File: src/rtl/riscv_pkg.sv
// Shared RISC-V core definitions: architectural widths and register-address types.
package riscv_pkg;

  localparam int XLEN       = 64;
  localparam int REG_ADDR_W = 5;

  // Architectural zero register x0
  localparam logic [REG_ADDR_W-1:0] REG_ZERO = 5'd0;

  typedef logic [REG_ADDR_W-1:0] regaddr_t;
  typedef logic [XLEN-1:0]       xlen_t;

endpackage

File: src/rtl/regfile_scoreboard.sv
// Per-register busy scoreboard: issue marks a destination pending, writeback
// clears it. Also provides RAW/WAW busy lookups and flags writebacks that hit
// a register with no pending producer.
module regfile_scoreboard
  import riscv_pkg::*;
#(
  parameter int ADDRSIZE = REG_ADDR_W,
  parameter int BYPASS   = 1,
  parameter int ZERO_REG = 1
) (
  input  logic                clk,
  input  logic                rst,
  input  logic                regwr,
  input  logic [ADDRSIZE-1:0] rd,
  input  logic                issue,
  input  logic [ADDRSIZE-1:0] issue_rd,
  input  logic [ADDRSIZE-1:0] rs1,
  input  logic [ADDRSIZE-1:0] rs2,
  output logic                rs1_busy,
  output logic                rs2_busy,
  output logic                rd_busy,
  output logic                wb_err
);

  localparam int   NREGS  = 2 ** ADDRSIZE;
  localparam logic BYP_EN = (BYPASS != 0);
  localparam logic ZR_EN  = (ZERO_REG != 0);

  logic [NREGS-1:0] busy_q, busy_d;
  logic             wb_err_q, wb_err_d;
  logic             wr_live;
  logic             rs1_wb_hit, rs2_wb_hit, rd_wb_hit;

  // A writeback that actually targets an architectural register (x0 excluded when hardwired)
  assign wr_live = regwr && !(ZR_EN && (rd == ADDRSIZE'(REG_ZERO)));

  // Next busy state: writeback clears, issue sets and wins over a same-cycle clear
  always_comb begin
    busy_d = busy_q;
    for (int i = 0; i < NREGS; i++) begin
      if (regwr && (rd == ADDRSIZE'(i))) begin
        busy_d[i] = 1'b0;
      end
      if (issue && (issue_rd == ADDRSIZE'(i))) begin
        busy_d[i] = 1'b1;
      end
    end
    if (ZR_EN) begin
      busy_d[0] = 1'b0;
    end
  end

  // Writeback with no outstanding producer is reported one cycle later
  always_comb begin
    wb_err_d = wr_live && !busy_q[rd];
  end

  // Scoreboard and error-pulse registers; reset discards all pending state
  always_ff @(posedge clk) begin
    if (rst) begin
      busy_q   <= '0;
      wb_err_q <= 1'b0;
    end else begin
      busy_q   <= busy_d;
      wb_err_q <= wb_err_d;
    end
  end

  // A same-cycle writeback resolves the hazard only when its data is forwarded
  assign rs1_wb_hit = BYP_EN && regwr && (rd == rs1);
  assign rs2_wb_hit = BYP_EN && regwr && (rd == rs2);
  assign rd_wb_hit  = BYP_EN && regwr && (rd == issue_rd);

  assign rs1_busy = busy_q[rs1] && !rs1_wb_hit;
  assign rs2_busy = busy_q[rs2] && !rs2_wb_hit;
  assign rd_busy  = busy_q[issue_rd] && !rd_wb_hit;
  assign wb_err   = wb_err_q;

endmodule

File: src/rtl/regfile_sb.sv
// Integer register file with write-through bypass, hardwired x0 and a busy
// scoreboard that lets decode stall on RAW hazards.
module regfile_sb
  import riscv_pkg::*;
#(
  parameter int ADDRSIZE = REG_ADDR_W,
  parameter int WORDSIZE = XLEN,
  parameter int BYPASS   = 1,
  parameter int ZERO_REG = 1
) (
  input  logic                clk,
  input  logic                rst,
  input  logic                regwr,
  input  logic [ADDRSIZE-1:0] rd,
  input  logic [WORDSIZE-1:0] rddata,
  input  logic [ADDRSIZE-1:0] rs1,
  input  logic [ADDRSIZE-1:0] rs2,
  output logic [WORDSIZE-1:0] rs1data,
  output logic [WORDSIZE-1:0] rs2data,
  input  logic                issue,
  input  logic [ADDRSIZE-1:0] issue_rd,
  output logic                rs1_busy,
  output logic                rs2_busy,
  output logic                rd_busy,
  output logic                hazard,
  output logic                wb_err
);

  localparam int   NREGS  = 2 ** ADDRSIZE;
  localparam logic BYP_EN = (BYPASS != 0);
  localparam logic ZR_EN  = (ZERO_REG != 0);

  logic [WORDSIZE-1:0] file_q [NREGS];
  logic                wr_en;

  // Read-port mux: x0 forced to zero first, then same-cycle forwarding, then storage
  function automatic logic [WORDSIZE-1:0] read_mux(
    input logic [ADDRSIZE-1:0] addr,
    input logic [WORDSIZE-1:0] stored,
    input logic                wr,
    input logic [ADDRSIZE-1:0] wr_addr,
    input logic [WORDSIZE-1:0] wr_data
  );
    logic [WORDSIZE-1:0] val;
    val = stored;
    if (ZR_EN && (addr == '0)) begin
      val = '0;
    end else if (BYP_EN && wr && (wr_addr == addr)) begin
      val = wr_data;
    end
    return val;
  endfunction

  assign wr_en = regwr && !(ZR_EN && (rd == '0));

  // Register storage: full clear on reset, otherwise one write port
  always_ff @(posedge clk) begin
    if (rst) begin
      for (int i = 0; i < NREGS; i++) begin
        file_q[i] <= '0;
      end
    end else if (wr_en) begin
      file_q[rd] <= rddata;
    end
  end

  // Combinational read ports with bypass
  always_comb begin
    rs1data = read_mux(rs1, file_q[rs1], regwr, rd, rddata);
    rs2data = read_mux(rs2, file_q[rs2], regwr, rd, rddata);
  end

  regfile_scoreboard #(
    .ADDRSIZE (ADDRSIZE),
    .BYPASS   (BYPASS),
    .ZERO_REG (ZERO_REG)
  ) u_sb (
    .clk      (clk),
    .rst      (rst),
    .regwr    (regwr),
    .rd       (rd),
    .issue    (issue),
    .issue_rd (issue_rd),
    .rs1      (rs1),
    .rs2      (rs2),
    .rs1_busy (rs1_busy),
    .rs2_busy (rs2_busy),
    .rd_busy  (rd_busy),
    .wb_err   (wb_err)
  );

  assign hazard = rs1_busy | rs2_busy;

endmodule

File: config.mk
export PLATFORM = sky130hd
export DESIGN_NAME = regfile_sb
export DESIGN_NICKNAME = d
export VERILOG_FILES = /design/src/rtl/riscv_pkg.sv /design/src/rtl/regfile_scoreboard.sv /design/src/rtl/regfile_sb.sv
export SDC_FILE = /design/constraint.sdc
export NUM_CORES = 2
export LEC_CHECK = 0
export CAP_MARGIN = 25
export CORE_MARGIN = 2
export CORE_UTILIZATION = 40
export CTS_BUF_LIST = sky130_fd_sc_hd__clkbuf_16
export DETAILED_ROUTE_END_ITERATION = 8
export PLACE_DENSITY_LB_ADDON = 0.2
export SLEW_MARGIN = 20
export SYNTH_ARGS = -nofsm -noshare
export SYNTH_HDL_FRONTEND = slang
export SYNTH_SLANG_ARGS = --single-unit
File: constraint.sdc
create_clock -name clk -period 7.65 [get_ports clk]
set_input_delay 2.295 -clock clk [delete_from_list [all_inputs] [get_ports clk]]
set_output_delay 2.295 -clock clk [all_outputs]
set_load 0.01 [all_outputs]
==> metrics.txt <==
Post-synth EDFFs 2048; final worst slack -0.02784 ns; top post-synthesis cells by area edfxtp_1 55%, mux4_2 19%, and2_1 11%; Final HPWL DP 280100 um; fmax 130.2 MHz; core area 277000 sq um; crit-path cells buf_4 -> buf_4 -> buf_4 -> nor2b_4 -> buf_12 -> a22o_1 -> a2111oi_2 -> a21oi_1 -> a22o_1 -> clkdlybuf4s50_1; Switching Fraction 0.2665; synthesized flop and latch total 2080; most common cell after layout, fill and taps aside edfxtp_1; Crit Path Max Fanout 11; CTS tree built; Routed WL 482800 um; crit path launch type input port; Reg area 62140 sq um; antenna viol nets, final 0; Peak VDD IR 0.2181 mV; period utilization 1.004; CP arrival 5.38 ns; Synth warnings 0; PwrDens 220.1 nW/um^2; Crit. End Element output port; Synth cell types 76; final setup vio count 2; Clock power frac 0.383; static leakage 0.04495 uW; Clock Tree Root clkbuf_16; CTS buffer count 226; Max Cap Viol 0; Clock Pin Slew Worst Setup and Hold Paths 0.06 ns; via count 77849; Critical Path Max Stage Delay 0.58 ns; synthesis-to-layout area growth 15.83%; antenna violations before repair 59; Synth Area per Inst 14.82 sq um; Area after DPL 121600 sq um; final instance area 129200 sq um; worst reg-to-reg path cell count 3; combinational power share 0.144; H-tree levels 4; clk buf depth 3; actual slew at the worst max-slew pin 1.201 ns; Seq pwr share 0.473; via/cell ratio 6.645; post-synthesis cell count 7525; drt pass-1 iters 7; grt total ovfl 0; io pins 221; Clock Latency Late Sink 0.95 ns; Worst EP required 5.36 ns; setup tns final -0.03011 ns; wire per inst 41.21 um; internal power 20860 uW; Worst Skew 0.003278 ns; starting density of the core 0.4027; nets 7866; footprint of the multi-input gates 46370 sq um; most frequent cells in the layout 2048 x edfxtp_1, 1986 x and2_1, 925 x mux4_2, 406 x buf_4, 358 x mux2i_1; status complete, but fails checks; CTS Sinks 2080; Crit Path Class input port to output port; pin count of the biggest net entering global routing 65; Tmin final 7.678 ns; Slew Limit Fails 0; Die Ht 532.1 um; IO Port Bufs 220; All-Layer GR Usage 0.3357; Residual DRC 0; biggest area consumer among synthesized cells edfxtp_1; max_slew headroom 0.1996; global-route wire length before repair 654700 um; failing checks setup timing; RSZ-0062 raised after global routing yes; Hold WS 0.5120 ns; Synth top area share 0.5514; ratio of cells with drive above 1 in the final layout 0.2510; Worst path slowest cell nor2b_4; Hold Buf Count CTS 0; Die Area 283100 sq um; cell area after synthesis 111500 sq um; most frequent CP cell buf_4; Hold Vio Cnt, Final 0; vias in the first global route 76917; sequential area share after synthesis 0.5571; hold crit path type flop to flop; Final Util 0.4665; prevailing post-synth register cell edfxtp_1; # rows 193; sw power 7578 uW; Power Total 28440 uW; hold depth 2; Die W 532.1 um; Filler cells 23781; Starting DRT DRC Count 13064; gpl congestion 0.8692; ys async rst share 0
[cells by family (layout without fill, tap and decap cells)]
logic type / Yosys count / count (layout) / synth area share
and+or+nand+nor: 2355 / 2355 / 0.1270
muxes: 1329 / 1329 / 0.2235
other: 1 / 102 / 0.00003362
DFF: 2080 / 2080 / 0.5571
xor gates and xnor gates: 15 / 15 / 0.001178
buffers and inverters: 846 / 1230 / 0.03584
AOI/OAI and AO/OA: 899 / 899 / 0.05531
[power groups by stage]
stage | registers (uW) | logic, uW | clock network [uW]
after floorplan | 13600 | 2140 | 0
after global placement | 13600 | 3970 | 0
after detailed placement | 13700 | 3990 | 0
after CTS | 13500 | 4010 | 10900
after global routing | 13500 | 4170 | 11300
final | 13500 | 4100 | 10900
[per-stage QoR]
stage | instances | setup slack, ns
after global placement | 11239 | -0.5089
after detailed placement | 11246 | -0.4404
after CTS | 11675 | 0.009093
after floorplan | 7588 | 1.113
final | 11715 | -0.02784
after global routing | 11683 | -0.05838
[path summary, 6_finish.rpt]
check	end	start	slack [ns]
min reg2reg	u_sb.busy_q[28]$_SDFFE_PP0P_	u_sb.busy_q[28]$_SDFFE_PP0P_	0.51
max reg2reg	u_sb.wb_err$_SDFF_PP0_	u_sb.busy_q[23]$_SDFFE_PP0P_	5.97
max	rs1data[54]	rs1[3]	-0.03
min	u_sb.busy_q[28]$_SDFFE_PP0P_	u_sb.busy_q[28]$_SDFFE_PP0P_	0.51
[flip-flops by register name (all words and copies together), names as in the netlist]
register     cells
file_q        2048
u_sb.busy_q     31
u_sb.wb_err      1
[cell usage after synthesis, types with 26 or more instances]
cell type and instances:
mux2i_1 358, buf_6 42, o211ai_1 36, nor2_1 120, a2111oi_0 28, a22o_1 65
mux2_2 46, clkbuf_1 563, buf_4 94, a21oi_1 156, buf_2 112, edfxtp_1 2048
and2_1 1987, o221ai_1 45, nor3_1 56, o22ai_1 209, a221oi_1 26, dfxtp_1 32
mux4_2 925, nand2_1 91, o21ai_0 113, a22oi_1 97
[worst max-delay path, delay by kind of cell]
kind	cells	cell delay, ns
AND/OR/NAND/NOR	1	0.58
buffers and inverters	5	1.43
AO/OA/AOI/OAI	4	1.05
[routing by layer]
layer / track usage / share of wire / wire (um) / up-vias
met2: 0.5136 / 0.45 / 217400 / 6329
li1: - / - / - / 29626
met4: 0.1915 / 0.066 / 31680 / 16
met5: 0 / 0.00023 / 110 / -
met1: 0.4364 / 0.36 / 173200 / 40455
met3: 0.08219 / 0.13 / 60380 / 1423
[what timing repair did]
| item | CTS | global route |
|---|---|---|
| endpoints found under the setup margin | 40 | 29 |
| buffers inserted | 7 | 1 |
| pin swaps | 4 | 3 |
| gates resized for setup | 20 | 26 |
| gates cloned | 0 | 1 |
[area by class of cell]
class / count / share of cell area
flip-flops and latches: 2080 / 0.4810
repair buffers: 793 / 0.06738
well taps: 3705 / 0.03588
clock inverters: 192 / 0.01116
inverters: 15 / 0.0004648
diodes: 38 / 0.0007360
multi-input cells: 4662 / 0.3589
clock buffers: 230 / 0.04455
Note: power is estimated with default switching activity, not from simulation.
